File: config.mk
export PLATFORM = sky130hd
export DESIGN_NAME = phase_sequencer
export DESIGN_NICKNAME = d
export VERILOG_FILES = /design/src/rtl/phase_seq_pkg.sv /design/src/rtl/phase_sequencer_tick_gen.sv /design/src/rtl/phase_sequencer.sv
export SDC_FILE = /design/constraint.sdc
export NUM_CORES = 1
export LEC_CHECK = 0
export ABC_AREA = 1
export CAP_MARGIN = 15
export CORE_ASPECT_RATIO = 0.7
export CORE_UTILIZATION = 45
export CTS_CLUSTER_DIAMETER = 150
export DETAILED_ROUTE_END_ITERATION = 7
export PLACE_DENSITY = 0.66
export SLEW_MARGIN = 10
export SYNTH_ARGS = -nofsm -noshare
export SYNTH_HDL_FRONTEND = slang
export SYNTH_HIERARCHICAL = 1
export SYNTH_SLANG_ARGS = --single-unit
export TNS_END_PERCENT = 50
File: constraint.sdc
create_clock -name clk_i -period 2.86 [get_ports clk_i]
set_input_delay 0.429 -clock clk_i [delete_from_list [all_inputs] [get_ports clk_i]]
set_output_delay 0.429 -clock clk_i [all_outputs]
set_load 0.1 [all_outputs]
File: src/rtl/phase_seq_pkg.sv
// Shared types and constants for the phase sequencer.
package phase_seq_pkg;

    // Sequencer control states.
    typedef enum logic [1:0] {
        IDLE  = 2'd0,
        RUN   = 2'd1,
        PAUSE = 2'd2
    } seq_state_e;

    // Duration every table entry holds after reset, in ticks.
    localparam int DEF_DUR = 1;

endpackage

File: src/rtl/phase_sequencer_tick_gen.sv
// Tick prescaler: counts 0..TICK_DIV-1 while enabled and flags the wrap cycle.
// The flag is combinational so the sequencer can act on the wrap in the same
// cycle; the sequencer registers it before it leaves the block.
module tick_gen
    import phase_seq_pkg::*;
#(
    parameter int TICK_DIV = 50
) (
    input  logic clk_i,
    input  logic rst_ni,
    input  logic clr_i,
    input  logic en_i,
    output logic tick_o
);

    localparam int CNT_W = (TICK_DIV > 1) ? $clog2(TICK_DIV) : 1;
    localparam logic [CNT_W-1:0] CNT_MAX = CNT_W'(TICK_DIV - 1);

    logic [CNT_W-1:0] count_reg;
    logic [CNT_W-1:0] count_next;
    logic             at_max;

    assign at_max = (count_reg == CNT_MAX);

    // Clear wins over counting; counting wraps back to zero at the top.
    always_comb begin
        count_next = count_reg;
        if (clr_i) begin
            count_next = '0;
        end else if (en_i) begin
            count_next = at_max ? '0 : count_reg + 1'b1;
        end
    end

    // Prescaler count register.
    always_ff @(posedge clk_i or negedge rst_ni) begin
        if (!rst_ni) begin
            count_reg <= '0;
        end else begin
            count_reg <= count_next;
        end
    end

    // A clear in the same cycle suppresses the wrap.
    assign tick_o = en_i & ~clr_i & at_max;

endmodule

File: src/rtl/phase_sequencer.sv
// Programmable multi-phase timing controller: steps phase_o through the
// sequence, holding each phase for its programmed number of prescaler ticks,
// with start / stop / pause / loop control. All outputs are registered.
module phase_sequencer
    import phase_seq_pkg::*;
#(
    parameter int NUM_PHASES = 4,
    parameter int TICK_DIV   = 50,
    parameter int DUR_W      = 8
) (
    input  logic                          clk_i,
    input  logic                          rst_ni,
    input  logic                          cfg_we_i,
    input  logic [$clog2(NUM_PHASES)-1:0] cfg_addr_i,
    input  logic [DUR_W-1:0]              cfg_data_i,
    input  logic                          start_i,
    input  logic                          stop_i,
    input  logic                          pause_i,
    input  logic                          loop_i,
    output logic                          busy_o,
    output logic [$clog2(NUM_PHASES)-1:0] phase_o,
    output logic                          phase_start_o,
    output logic                          tick_o,
    output logic                          done_o
);

    localparam int PH_W = $clog2(NUM_PHASES);
    localparam logic [PH_W-1:0]  LAST_PHASE = PH_W'(NUM_PHASES - 1);
    localparam logic [PH_W:0]    PHASE_CNT  = (PH_W + 1)'(NUM_PHASES);
    localparam logic [DUR_W-1:0] DUR_ONE    = DUR_W'(1);
    localparam logic [DUR_W-1:0] DUR_RESET  = DUR_W'(DEF_DUR);

    // A programmed duration of zero still spends one tick in the phase.
    function automatic logic [DUR_W-1:0] eff_dur(input logic [DUR_W-1:0] d);
        return (d == '0) ? DUR_ONE : d;
    endfunction

    seq_state_e        state_reg, state_next;
    logic [PH_W-1:0]   phase_reg, phase_next;
    logic [DUR_W-1:0]  remaining_reg, remaining_next;
    logic              phase_start_reg, phase_start_next;
    logic              done_reg, done_next;
    logic              busy_reg;
    logic              tick_reg;

    logic [DUR_W-1:0]      dur_reg [NUM_PHASES];
    logic [NUM_PHASES-1:0] entry_we;
    logic                  cfg_ok;

    logic            is_busy;
    logic            start_accept;
    logic            stop_req;
    logic            count_en;
    logic            count_clr;
    logic            tick_wrap;
    logic [PH_W-1:0] phase_inc;

    assign is_busy      = (state_reg != IDLE);
    assign start_accept = (state_reg == IDLE) && start_i && !stop_i;
    assign stop_req     = is_busy && stop_i;
    assign phase_inc    = phase_reg + 1'b1;

    // The prescaler runs whenever a sequence is active and pause_i is low.
    // Counting on the resume cycle (still in PAUSE) makes a pause of N
    // cycles delay the rest of the sequence by exactly N cycles.
    assign count_en  = is_busy && !pause_i;
    assign count_clr = start_accept || stop_req;

    // Table writes are only taken while idle and for an existing phase index.
    assign cfg_ok = cfg_we_i && (state_reg == IDLE) && ({1'b0, cfg_addr_i} < PHASE_CNT);

    generate
        for (genvar gi = 0; gi < NUM_PHASES; gi++) begin : g_entry_we
            assign entry_we[gi] = cfg_ok && (cfg_addr_i == PH_W'(gi));
        end
    endgenerate

    // Duration table; reset restores every entry to the default duration.
    // A write coincident with an accepted start lands here while the load of
    // remaining_reg uses the value read before the write.
    always_ff @(posedge clk_i or negedge rst_ni) begin
        if (!rst_ni) begin
            for (int i = 0; i < NUM_PHASES; i++) begin
                dur_reg[i] <= DUR_RESET;
            end
        end else begin
            for (int i = 0; i < NUM_PHASES; i++) begin
                if (entry_we[i]) begin
                    dur_reg[i] <= cfg_data_i;
                end
            end
        end
    end

    tick_gen #(
        .TICK_DIV (TICK_DIV)
    ) u_tick_gen (
        .clk_i  (clk_i),
        .rst_ni (rst_ni),
        .clr_i  (count_clr),
        .en_i   (count_en),
        .tick_o (tick_wrap)
    );

    // Next-state and output decode: start, stop (highest priority), pause,
    // and the per-tick phase advance.
    always_comb begin
        state_next       = state_reg;
        phase_next       = phase_reg;
        remaining_next   = remaining_reg;
        phase_start_next = 1'b0;
        done_next        = 1'b0;

        unique case (state_reg)
            IDLE: begin
                if (start_accept) begin
                    state_next       = RUN;
                    phase_next       = '0;
                    remaining_next   = eff_dur(dur_reg[0]);
                    phase_start_next = 1'b1;
                end
            end

            RUN, PAUSE: begin
                if (stop_i) begin
                    state_next     = IDLE;
                    phase_next     = '0;
                    remaining_next = '0;
                end else if (pause_i) begin
                    state_next = PAUSE;
                end else begin
                    state_next = RUN;
                    if (tick_wrap) begin
                        if (remaining_reg > DUR_ONE) begin
                            remaining_next = remaining_reg - 1'b1;
                        end else if (phase_reg != LAST_PHASE) begin
                            phase_next       = phase_inc;
                            remaining_next   = eff_dur(dur_reg[phase_inc]);
                            phase_start_next = 1'b1;
                        end else if (loop_i) begin
                            phase_next       = '0;
                            remaining_next   = eff_dur(dur_reg[0]);
                            phase_start_next = 1'b1;
                        end else begin
                            state_next     = IDLE;
                            phase_next     = '0;
                            remaining_next = '0;
                            done_next      = 1'b1;
                        end
                    end
                end
            end

            default: begin
                state_next     = IDLE;
                phase_next     = '0;
                remaining_next = '0;
            end
        endcase
    end

    // State, counters and registered outputs.
    always_ff @(posedge clk_i or negedge rst_ni) begin
        if (!rst_ni) begin
            state_reg       <= IDLE;
            phase_reg       <= '0;
            remaining_reg   <= '0;
            phase_start_reg <= 1'b0;
            done_reg        <= 1'b0;
            busy_reg        <= 1'b0;
            tick_reg        <= 1'b0;
        end else begin
            state_reg       <= state_next;
            phase_reg       <= phase_next;
            remaining_reg   <= remaining_next;
            phase_start_reg <= phase_start_next;
            done_reg        <= done_next;
            busy_reg        <= (state_next != IDLE);
            tick_reg        <= tick_wrap;
        end
    end

    assign busy_o        = busy_reg;
    assign phase_o       = phase_reg;
    assign phase_start_o = phase_start_reg;
    assign tick_o        = tick_reg;
    assign done_o        = done_reg;

endmodule

== After elaboration in Yosys (flattened, before gate mapping) ==
Cells that the tools add are included.
W data, S select, Z words.
Storage, ports and cells
  register bits after elaboration: 54
  input bits: 17
  output and inout port bits: 6
  logic and storage cells: 100
Cells by class
  add/sub/neg operators: 3
  order comparisons: 2
  eq/ne operators: 11
  muxes and demuxes: 46
  bitwise logic cells: 4
  reductions and logical operators: 22
Operators with widths (count)
  $mux W8: 11
  $mux W1: 18
  $mux W2: 9
  $mux W6: 3
  $bmux W8 S2: 1
  $logic_not A8 Y1: 2
  $pmux W8 S2: 1
  $logic_and A1 B1 Y1: 9
  $ne A3 B3 Y1 const B: 3
  $gt A8 B1 Y1 const B: 1
  $pmux W2 S2: 2
  $sub A8 B1 Y8 const B: 1
  $add A6 B1 Y6 const B: 1
  $eq A2 B2 Y1 const B: 3
  $eq A6 B6 Y1 const B: 1
  $reduce_bool A2 Y1: 3
  $eq A2 B1 Y1 const B: 2
  $logic_not A2 Y1: 2
  $ne A2 B2 Y1 const B: 2
  $reduce_and A4 Y1: 1
  $ge A3 B3 Y1 const B: 1
  $not A2 Y3: 1
  $reduce_and A3 Y1: 1
  $add A2 B1 Y2 const B: 1
  other kinds (6): 8

== Longest topological paths before layout ==
Gate-level depths: netlist of the first run.
  depth in word-level cells: 13
  gate-level depth with buffers: 14
  depth with buffers taken out: 13

== By module ==
The synthesis of the first run kept the hierarchy.
By module, submodules not included
  phase_sequencer: instances 1, cells an instance 358, area an instance 2661.3 um^2, seq. area each 1206.2 um^2
  tick_gen: instances 1, cells an instance 49, area an instance 396.6 um^2, seq. area each 150.1 um^2

== Worst setup path before layout of the first run ==
No wires, ideal clock.
  path kind: register to register
  start point: reg state_reg[0]
  end point: reg phase_reg[0], in the netlist phase_o[0]
  library setup time: 128 ps
  arrival: 2207 ps
  path slack: 525 ps
  stages on the path, launching flop included: 13
  path buffers: 1
  path through: dfrtp_1 -> inv_1 -> ha_1 -> clkbuf_1 -> o21ai_0 -> inv_1 -> nand2_1 -> nor3_1 -> a21oi_1 -> nor2_2 -> inv_2 -> a21oi_1 -> o22ai_1
Between the ends
  longest elaborated chain between the ends: 9
  elaborated cells between the ends (all ways): 19
  classes of those cells: 6 x eq/ne; 1 x mux; 3 x bitwise; 9 x reduce/logical
RTL lines
  start: declaration: line phase_sequencer.sv:38  | seq_state_e state_reg, state_next;
  start signal: assignment: line phase_sequencer.sv:173  | state_reg <= state_next;
  $logic_not A2 Y1: line phase_sequencer.sv:59  | assign start_accept = (state_reg == IDLE) && start_i && !stop_i;
  $logic_and A1 B1 Y1 (2 in a row): line phase_sequencer.sv:59
  $logic_or A1 B1 Y1 (*): line phase_sequencer.sv:67  | assign count_clr = start_accept || stop_req;
  net count_clr: line phase_sequencer.sv:54  | logic count_clr;
  $not A1 Y1 (*): line phase_sequencer_tick_gen.sv:45  | assign tick_o = en_i & ~clr_i & at_max;
  $and A1 B1 Y1 (*) (2 in a row): line phase_sequencer_tick_gen.sv:45
  net tick_wrap: line phase_sequencer.sv:55  | logic tick_wrap;
  $ne A3 B3 Y1 (no source line) (*)
  $reduce_and A4 Y1 (no source line) (*)
  end signal: assignment: line phase_sequencer.sv:174  | phase_reg <= phase_next;
  end: declaration: line phase_sequencer.sv:39  | logic [PH_W-1:0] phase_reg, phase_next;
Mark *: on every way through the listed nets, which the timed path passes. The rest lies on a longest branch.
A chain may end at the register's enable or synchronous reset.

== Worst setup path after layout of the first run ==
  start point: reg state_reg[1]
  end point: reg phase_reg[0], in the netlist phase_o[0]
The elaborated chain is that of the path after synthesis.

==> results of run 1 <==
[logic make-up after synthesis]
| family | Yosys count |
|---|---|
| fa+ha+maj | 7 |
| simple gates | 223 |
| xor+xnor | 3 |
| compound gates | 67 |
| flops | 54 |
| buf+inv | 53 |
[stage by stage]
| step | hold slack (ns) | std cells | total power [mW] |
|---|---|---|---|
| floorplan | 0.133 | 407 | 2.69 |
| global route | 0.189 | 523 | 3.86 |
| CTS | 0.151 | 523 | 3.55 |
| finish | 0.144 | 523 | 3.55 |
| detailed placement | 0.474 | 515 | 3.10 |
| global placement | 0.469 | 515 | 3.06 |
[per-layer routing]
metal  vias up  part of all wire, %  GRT usage [%]
met2        59                   42           33.0
met4         0                 0.97           4.83
met1      1260                   52           32.5
li1       1362                    -              -
met5         -                    0              0
met3         8                  4.7           3.46
[power by group]
group          internal, mW  leakage, nW  switching (mW)  total [mW]
Sequential             1.08        0.673           0.242        1.33
Combinational         0.602        0.964            1.17        1.77
Clock                 0.178       0.0489           0.273       0.451
Total                  1.86         1.69            1.68        3.55
[area by class of cell]
class	instances	share of cell area (%)
Multi-Input combinational cell	300	42.6
Clock buffer	5	2.01
Inverter	42	4.74
Clock inverter	3	0.656
Timing Repair Buffer	28	7.15
Tap cell	91	3.32
Sequential cell	54	39.5
[worst paths after layout]
path | from | end | slack [ns] | cells after the start
setup / recovery | state_reg[1] | phase_o[0] | 0.34 | 12
hold / removal | rst_ni | dur_reg[9] | 0.14 | 1
setup reg to reg | state_reg[1] | phase_o[0] | 0.34 | 12
hold reg to reg | dur_reg[21] | dur_reg[21] | 0.50 | 2
max in group asynchronous | rst_ni | dur_reg[10] | 2.06 | 2
min in group clk_i | dur_reg[21] | dur_reg[21] | 0.50 | 2
[placed cells by master, fill, tap and decap left out, types with 2 or more instances in the layout]
cell type and count:
nand2_1 138, nand2_2 5, o22ai_1 2, clkdlybuf4s50_1 15
inv_6 3, nand3_1 35, nand3_2 2, nor2_1 27
o211ai_1 6, buf_4 12, nand4_1 6, o21ai_1 8
nor2_8 2, o21ai_0 31, clkbuf_8 5, inv_2 4
dfstp_2 4, ha_1 7, a21oi_1 16, dfrtp_1 50
inv_1 36, nor2_2 2, xor2_1 2
==> flow_metrics.tcl, run 1 <==
set metrics [dict create \
    ctsHoldBuffers 0 \
    crit_family "simple AND/OR/NAND/NOR gates" \
    critPathCaptureType "flip-flop" \
    crit_chain "inv_1 -> ha_1 -> nand3_1 -> o21ai_0 -> inv_1 -> nand2_1 -> nor3_1 -> a21oi_1 -> nor2_2 -> inv_2 -> a21oi_1 -> o22ai_1" \
    nets 455 \
    synthAdderAreaFrac_pct 2.86 \
    period_minus_slack_ns 2.52 \
    routed_wl_um 6990 \
    synth-simple-area-share_pct 32.2 \
    fp-row-count 24 \
    area_growth_pct 12.2 \
    ys.flop_type "dfrtp_1" \
    synth_area_um2 3060 \
    viasPerCell 5.14 \
    synth-compound-area-share_pct 11.8 \
    seq_area_um2 1360 \
    hold_viol 0 \
    diodes 0 \
    path_buf_inv 3 \
    cts_buffer_depth 2 \
    ys_ff_latch 54 \
    worst_slack_ns 0.344 \
    syn_nets 431 \
    crit_arrival_ns 2.72 \
    power_density_nw_per_um2 1030 \
    async_flop_share_pct 100 \
    fillCellCount 657 \
    path_clk_slew_ns 0.10 \
    place_area_um2 3340 \
    core_area_um2 6400 \
    p_leak_nw 1.69 \
    synth_edf_count 0 \
    synth.distinct_cells 37 \
    yosys_warnings 6 \
    ctsResizeCount 0 \
    synth_commonest_cells "138 x nand2_1, 50 x dfrtp_1, 36 x inv_1" \
    tns_ns 0 \
    drt_iter0_drc 137 \
    crit_path_start_kind "flip-flop" \
    htreeDepth 2 \
    rsz0062_at_grt "false" \
    slew_violations 0 \
    worst_pin_slew_ns 0.687 \
    drive_above_1_share_pct 10.4 \
    cts_root_buffer "clkbuf_8" \
    grt-ovfl-total 0 \
    cts.sinks 54 \
    grt_pass1_wl_um 12100 \
    drcViolationCount 0 \
    slowest_delay_ns 0.39 \
    port_buffers 22 \
    place_ws_ns 0.274 \
    drt_first_pass_iters 4 \
    yosys-mux-area-fraction_pct 0 \
    grt_usage_pct 21.7 \
    synth_xor_area_share_pct 0.859 \
    cpMaxStageDelayCell "dfrtp_1" \
    ant_nets 0 \
    skew_ns 0.00512 \
    die_h_um 71.0 \
    grt_pass1_vias 2508 \
    crit_fanout 14 \
    design_area_um2 3430 \
    seq_area_frac_synth_pct 44.4 \
    path_class "flip-flop to flip-flop" \
    yosysMostFrequentCell "nand2_1" \
    hold_class "input port to async pin" \
    status "complete, no violations" \
    grt_max_degree 31 \
    numCtsBuffers 5 \
    ir_worst_vdd_uv 429 \
    post_drt_wl_per_cell_um 13.4 \
    multi_input_area_um2 1460 \
    max_slew_margin_pct 54.2 \
    initial_utilization_pct 47.8 \
    cap_violations 0 \
    globalplace.congestion 0.814 \
    largest_reg_flops 32 \
    crit_required_ns 3.06 \
    post_cts_buffers 0 \
    synth_cells 407 \
    fmax_mhz 397 \
    clk_latency_ns 0.32 \
    fin_crit_sh_pct 88.0 \
    hpwl_um 5220 \
    synth_top_family_by_area "simple AND/OR/NAND/NOR gates" \
    netlist.area_leader.share_pct 40.9 \
    io_pins 23 \
    setup_viol 0 \
    die_x_um 101 \
    vias 2689 \
    utilization_pct 53.6 \
    die_area_um2 7130 \
    syn_avg_cell_area_um2 7.51 \
    cts_tree "yes" \
    post-synth-top-area-cell "dfrtp_1" \
    antenna_found_initial 0 \
    synth_area_leaders "dfrtp_1 41%, nand2_1 17%, nand3_1 5.7%" \
]
(Power assumes the default switching activity.)
==> run 2: changes to the inputs <==
--- a/config.mk
+++ b/config.mk
@@ -5,13 +5,13 @@
 export SDC_FILE = /design/constraint.sdc
 export NUM_CORES = 1
 export LEC_CHECK = 0
-export ABC_AREA = 1
 export CAP_MARGIN = 15
 export CORE_ASPECT_RATIO = 0.7
 export CORE_UTILIZATION = 45
 export CTS_CLUSTER_DIAMETER = 150
 export DETAILED_ROUTE_END_ITERATION = 7
 export PLACE_DENSITY = 0.66
+export SKIP_LAST_GASP = 1
 export SLEW_MARGIN = 10
 export SYNTH_ARGS = -nofsm -noshare
 export SYNTH_HDL_FRONTEND = slang
==> constraint.sdc (replaced) <==
create_clock -name clk_i -period 2.86 [get_ports clk_i]
set_input_delay 0.429 -clock clk_i [delete_from_list [all_inputs] [get_ports clk_i]]
set_output_delay 0.429 -clock clk_i [all_outputs]
set_load 0.05 [all_outputs]
==> flow_metrics.tcl, run 2 <==
set metrics [dict create \
    crit_path_start_kind "flip-flop" \
    setup_viol 0 \
    crit_family "multiplexers" \
    numCtsBuffers 5 \
    antenna_found_initial 0 \
    yosysMostFrequentCell "dfrtp_1" \
    fillCellCount 568 \
    path_clk_slew_ns 0.10 \
    ys_ff_latch 54 \
    ctsResizeCount 0 \
    syn_avg_cell_area_um2 11.6 \
    slowest_delay_ns 0.59 \
    cap_violations 0 \
    rsz0062_at_grt "false" \
    routed_wl_um 6460 \
    path_class "flip-flop to flip-flop" \
    synth_edf_count 0 \
    cts_root_buffer "clkbuf_8" \
    synth_cells 251 \
    fmax_mhz 373 \
    synth-compound-area-share_pct 14.5 \
    fp-row-count 24 \
    place_area_um2 3300 \
    drcViolationCount 0 \
    grt_max_degree 36 \
    diodes 0 \
    placed_cells 357 \
    crit_cells 5 \
    cts_tree "yes" \
    yosys_warnings 6 \
    core_area_um2 6250 \
    die_area_um2 6820 \
    cts_buffer_depth 2 \
    synth_area_um2 2920 \
    vias 2165 \
    met1_usage_pct 32.2 \
    crit_start "phase_o[1]" \
    r2r-end "remaining_reg[0]" \
    synth_top_family_by_area "multiplexers" \
    cpMaxStageDelayCell "mux4_2" \
    port_buffers 22 \
    netlist.area_leader.share_pct 42.9 \
    synth_area_leaders "dfrtp_1 43%, mux2_2 12%, mux4_1 4.5%" \
    critPathCaptureType "flip-flop" \
    post-synth-top-area-cell "dfrtp_1" \
    async_flop_share_pct 100 \
    power_density_nw_per_um2 1070 \
    drt_iter0_drc 175 \
    grt_use_met2_pct 30.4 \
    synthAdderAreaFrac_pct 3.00 \
    viasPerCell 5.93 \
    synth-simple-area-share_pct 12.7 \
    synth.distinct_cells 52 \
    hold_viol 0 \
    nets 310 \
    crit_chain "ha_1 -> mux4_2 -> or4_1 -> o41ai_2 -> a41o_1" \
    die_x_um 98.3 \
    hpwl_um 4850 \
    syn_nets 275 \
    grt_usage_pct 20.9 \
    grt_pass1_wl_um 11000 \
    slew_violations 0 \
    ir_worst_vdd_uv 409 \
    grt_busiest_layer "met1" \
    synth_commonest_cells "50 x dfrtp_1, 32 x mux2_2, 13 x nand2_1, 13 x o21ai_0, 12 x nor2b_1" \
    grt-ovfl-total 0 \
    hold_class "input port to async pin" \
    io_pins 23 \
    path_buf_inv 0 \
    period_minus_slack_ns 2.68 \
    yosys-mux-area-fraction_pct 19.5 \
    globalplace.congestion 0.850 \
    p_leak_nw 1.41 \
    status "complete, no violations" \
    r2r_slack_ns 0.18 \
    design_area_um2 3410 \
    grt_pass1_vias 2137 \
    r2r-start "phase_o[1]" \
    post_cts_buffers 0 \
    seq_area_frac_synth_pct 46.5 \
    max_slew_margin_pct 34.1 \
    crit_arrival_ns 2.93 \
    utilization_pct 54.6 \
    reg2reg_depth 5 \
    drt_first_pass_iters 5 \
    worst_pin_slew_ns 0.984 \
    skew_ns 0.00677 \
    crit_required_ns 3.10 \
    ant_nets 0 \
    ys.flop_type "dfrtp_1" \
    htreeDepth 2 \
    post_drt_wl_per_cell_um 17.7 \
    ctsHoldBuffers 0 \
    largest_reg_flops 32 \
    setup.worst_path.end "remaining_reg[0]" \
    hold_slack_ns 0.181 \
    cts.sinks 54 \
    drive_above_1_share_pct 22.3 \
    initial_utilization_pct 46.7 \
    met3_usage_pct 4.13 \
    area_growth_pct 16.8 \
    fin_crit_sh_pct 93.8 \
    clk_latency_ns 0.31 \
    crit_fanout 7 \
    final_common_cell "dfrtp_1" \
    die_h_um 69.4 \
    final_cell_mix "50 x dfrtp_1, 32 x mux2_2, 21 x clkdlybuf4s50_1" \
    instances_no_fill 365 \
    synth_xor_area_share_pct 1.20 \
]
[run 2: changes by cell type in the layout (fill, tap and decap cells not counted), sizes merged, moves of 7 or more]
| cell | delta |
|---|---|
| nor2b | +12 |
| nand2b | +7 |
| nand2 | -131 |
| inv | -33 |
| o21ai | -24 |
| nand3 | -33 |
| nor2 | -21 |
| mux4 | +8 |
| mux2 | +32 |
| a21oi | -10 |
[run 2: layout make-up]
type | instances | area, um^2 | area share, %
Clock inverter | 2 | 37.5 | 1.10
Multi-Input combinational cell | 179 | 1490 | 43.7
Tap cell | 78 | 97.6 | 2.86
Clock buffer | 6 | 72.6 | 2.13
Inverter | 10 | 37.5 | 1.10
Timing Repair Buffer | 36 | 320 | 9.39
Sequential cell | 54 | 1360 | 39.8
[run 2: worst reg2reg max path: stages, from the launching register on]
cell	delay, ns
dfrtp_1	0.41
ha_1	0.54
mux4_2	0.60
or4_1	0.54
o41ai_2	0.31
a41o_1	0.22
[run 2: cell families after synthesis]
group,Yosys count
adder cells (fa/ha/maj),7
multiplexers,41
flip-flops,54
AO/OA/AOI/OAI,59
buffers and inverters,18
XOR/XNOR,4
AND/OR/NAND/NOR,68
[run 2: where the power goes]
| group | internal, mW | switching (mW) |
|---|---|---|
| Clock | 0.261 | 0.248 |
| Combinational | 0.846 | 0.892 |
| Sequential | 1.12 | 0.286 |
[run 2: per-layer routing]
| layer | share of wire, % | up-vias |
|---|---|---|
| met5 | 0 | - |
| met4 | 0.93 | 0 |
| met3 | 5.5 | 7 |
| met2 | 42 | 60 |
| met1 | 52 | 1066 |
| li1 | - | 1032 |
[run 2: worst min-delay path by stage]
| stage | slack [ns] | startpoint | endpoint |
|---|---|---|---|
| after floorplan | 0.13 | rst_ni | busy_o |
| after global placement | 0.48 | dur_reg[20] | dur_reg[20] |
| after detailed placement | 0.49 | dur_reg[20] | dur_reg[20] |
| after CTS | 0.21 | rst_ni | state_reg[1] |
| after global routing | 0.26 | rst_ni | state_reg[1] |
| final | 0.18 | rst_ni | state_reg[1] |
[run 2: through the flow]
step	setup TNS, ns	power (mW)	setup WS, ns
after floorplan	0	2.61	0.0662
after global placement	0	3.08	0.108
after detailed placement	-0.0504	3.14	-0.0504
after CTS	0	3.65	0.157
after global routing	0	3.92	0.0537
final	0	3.65	0.179
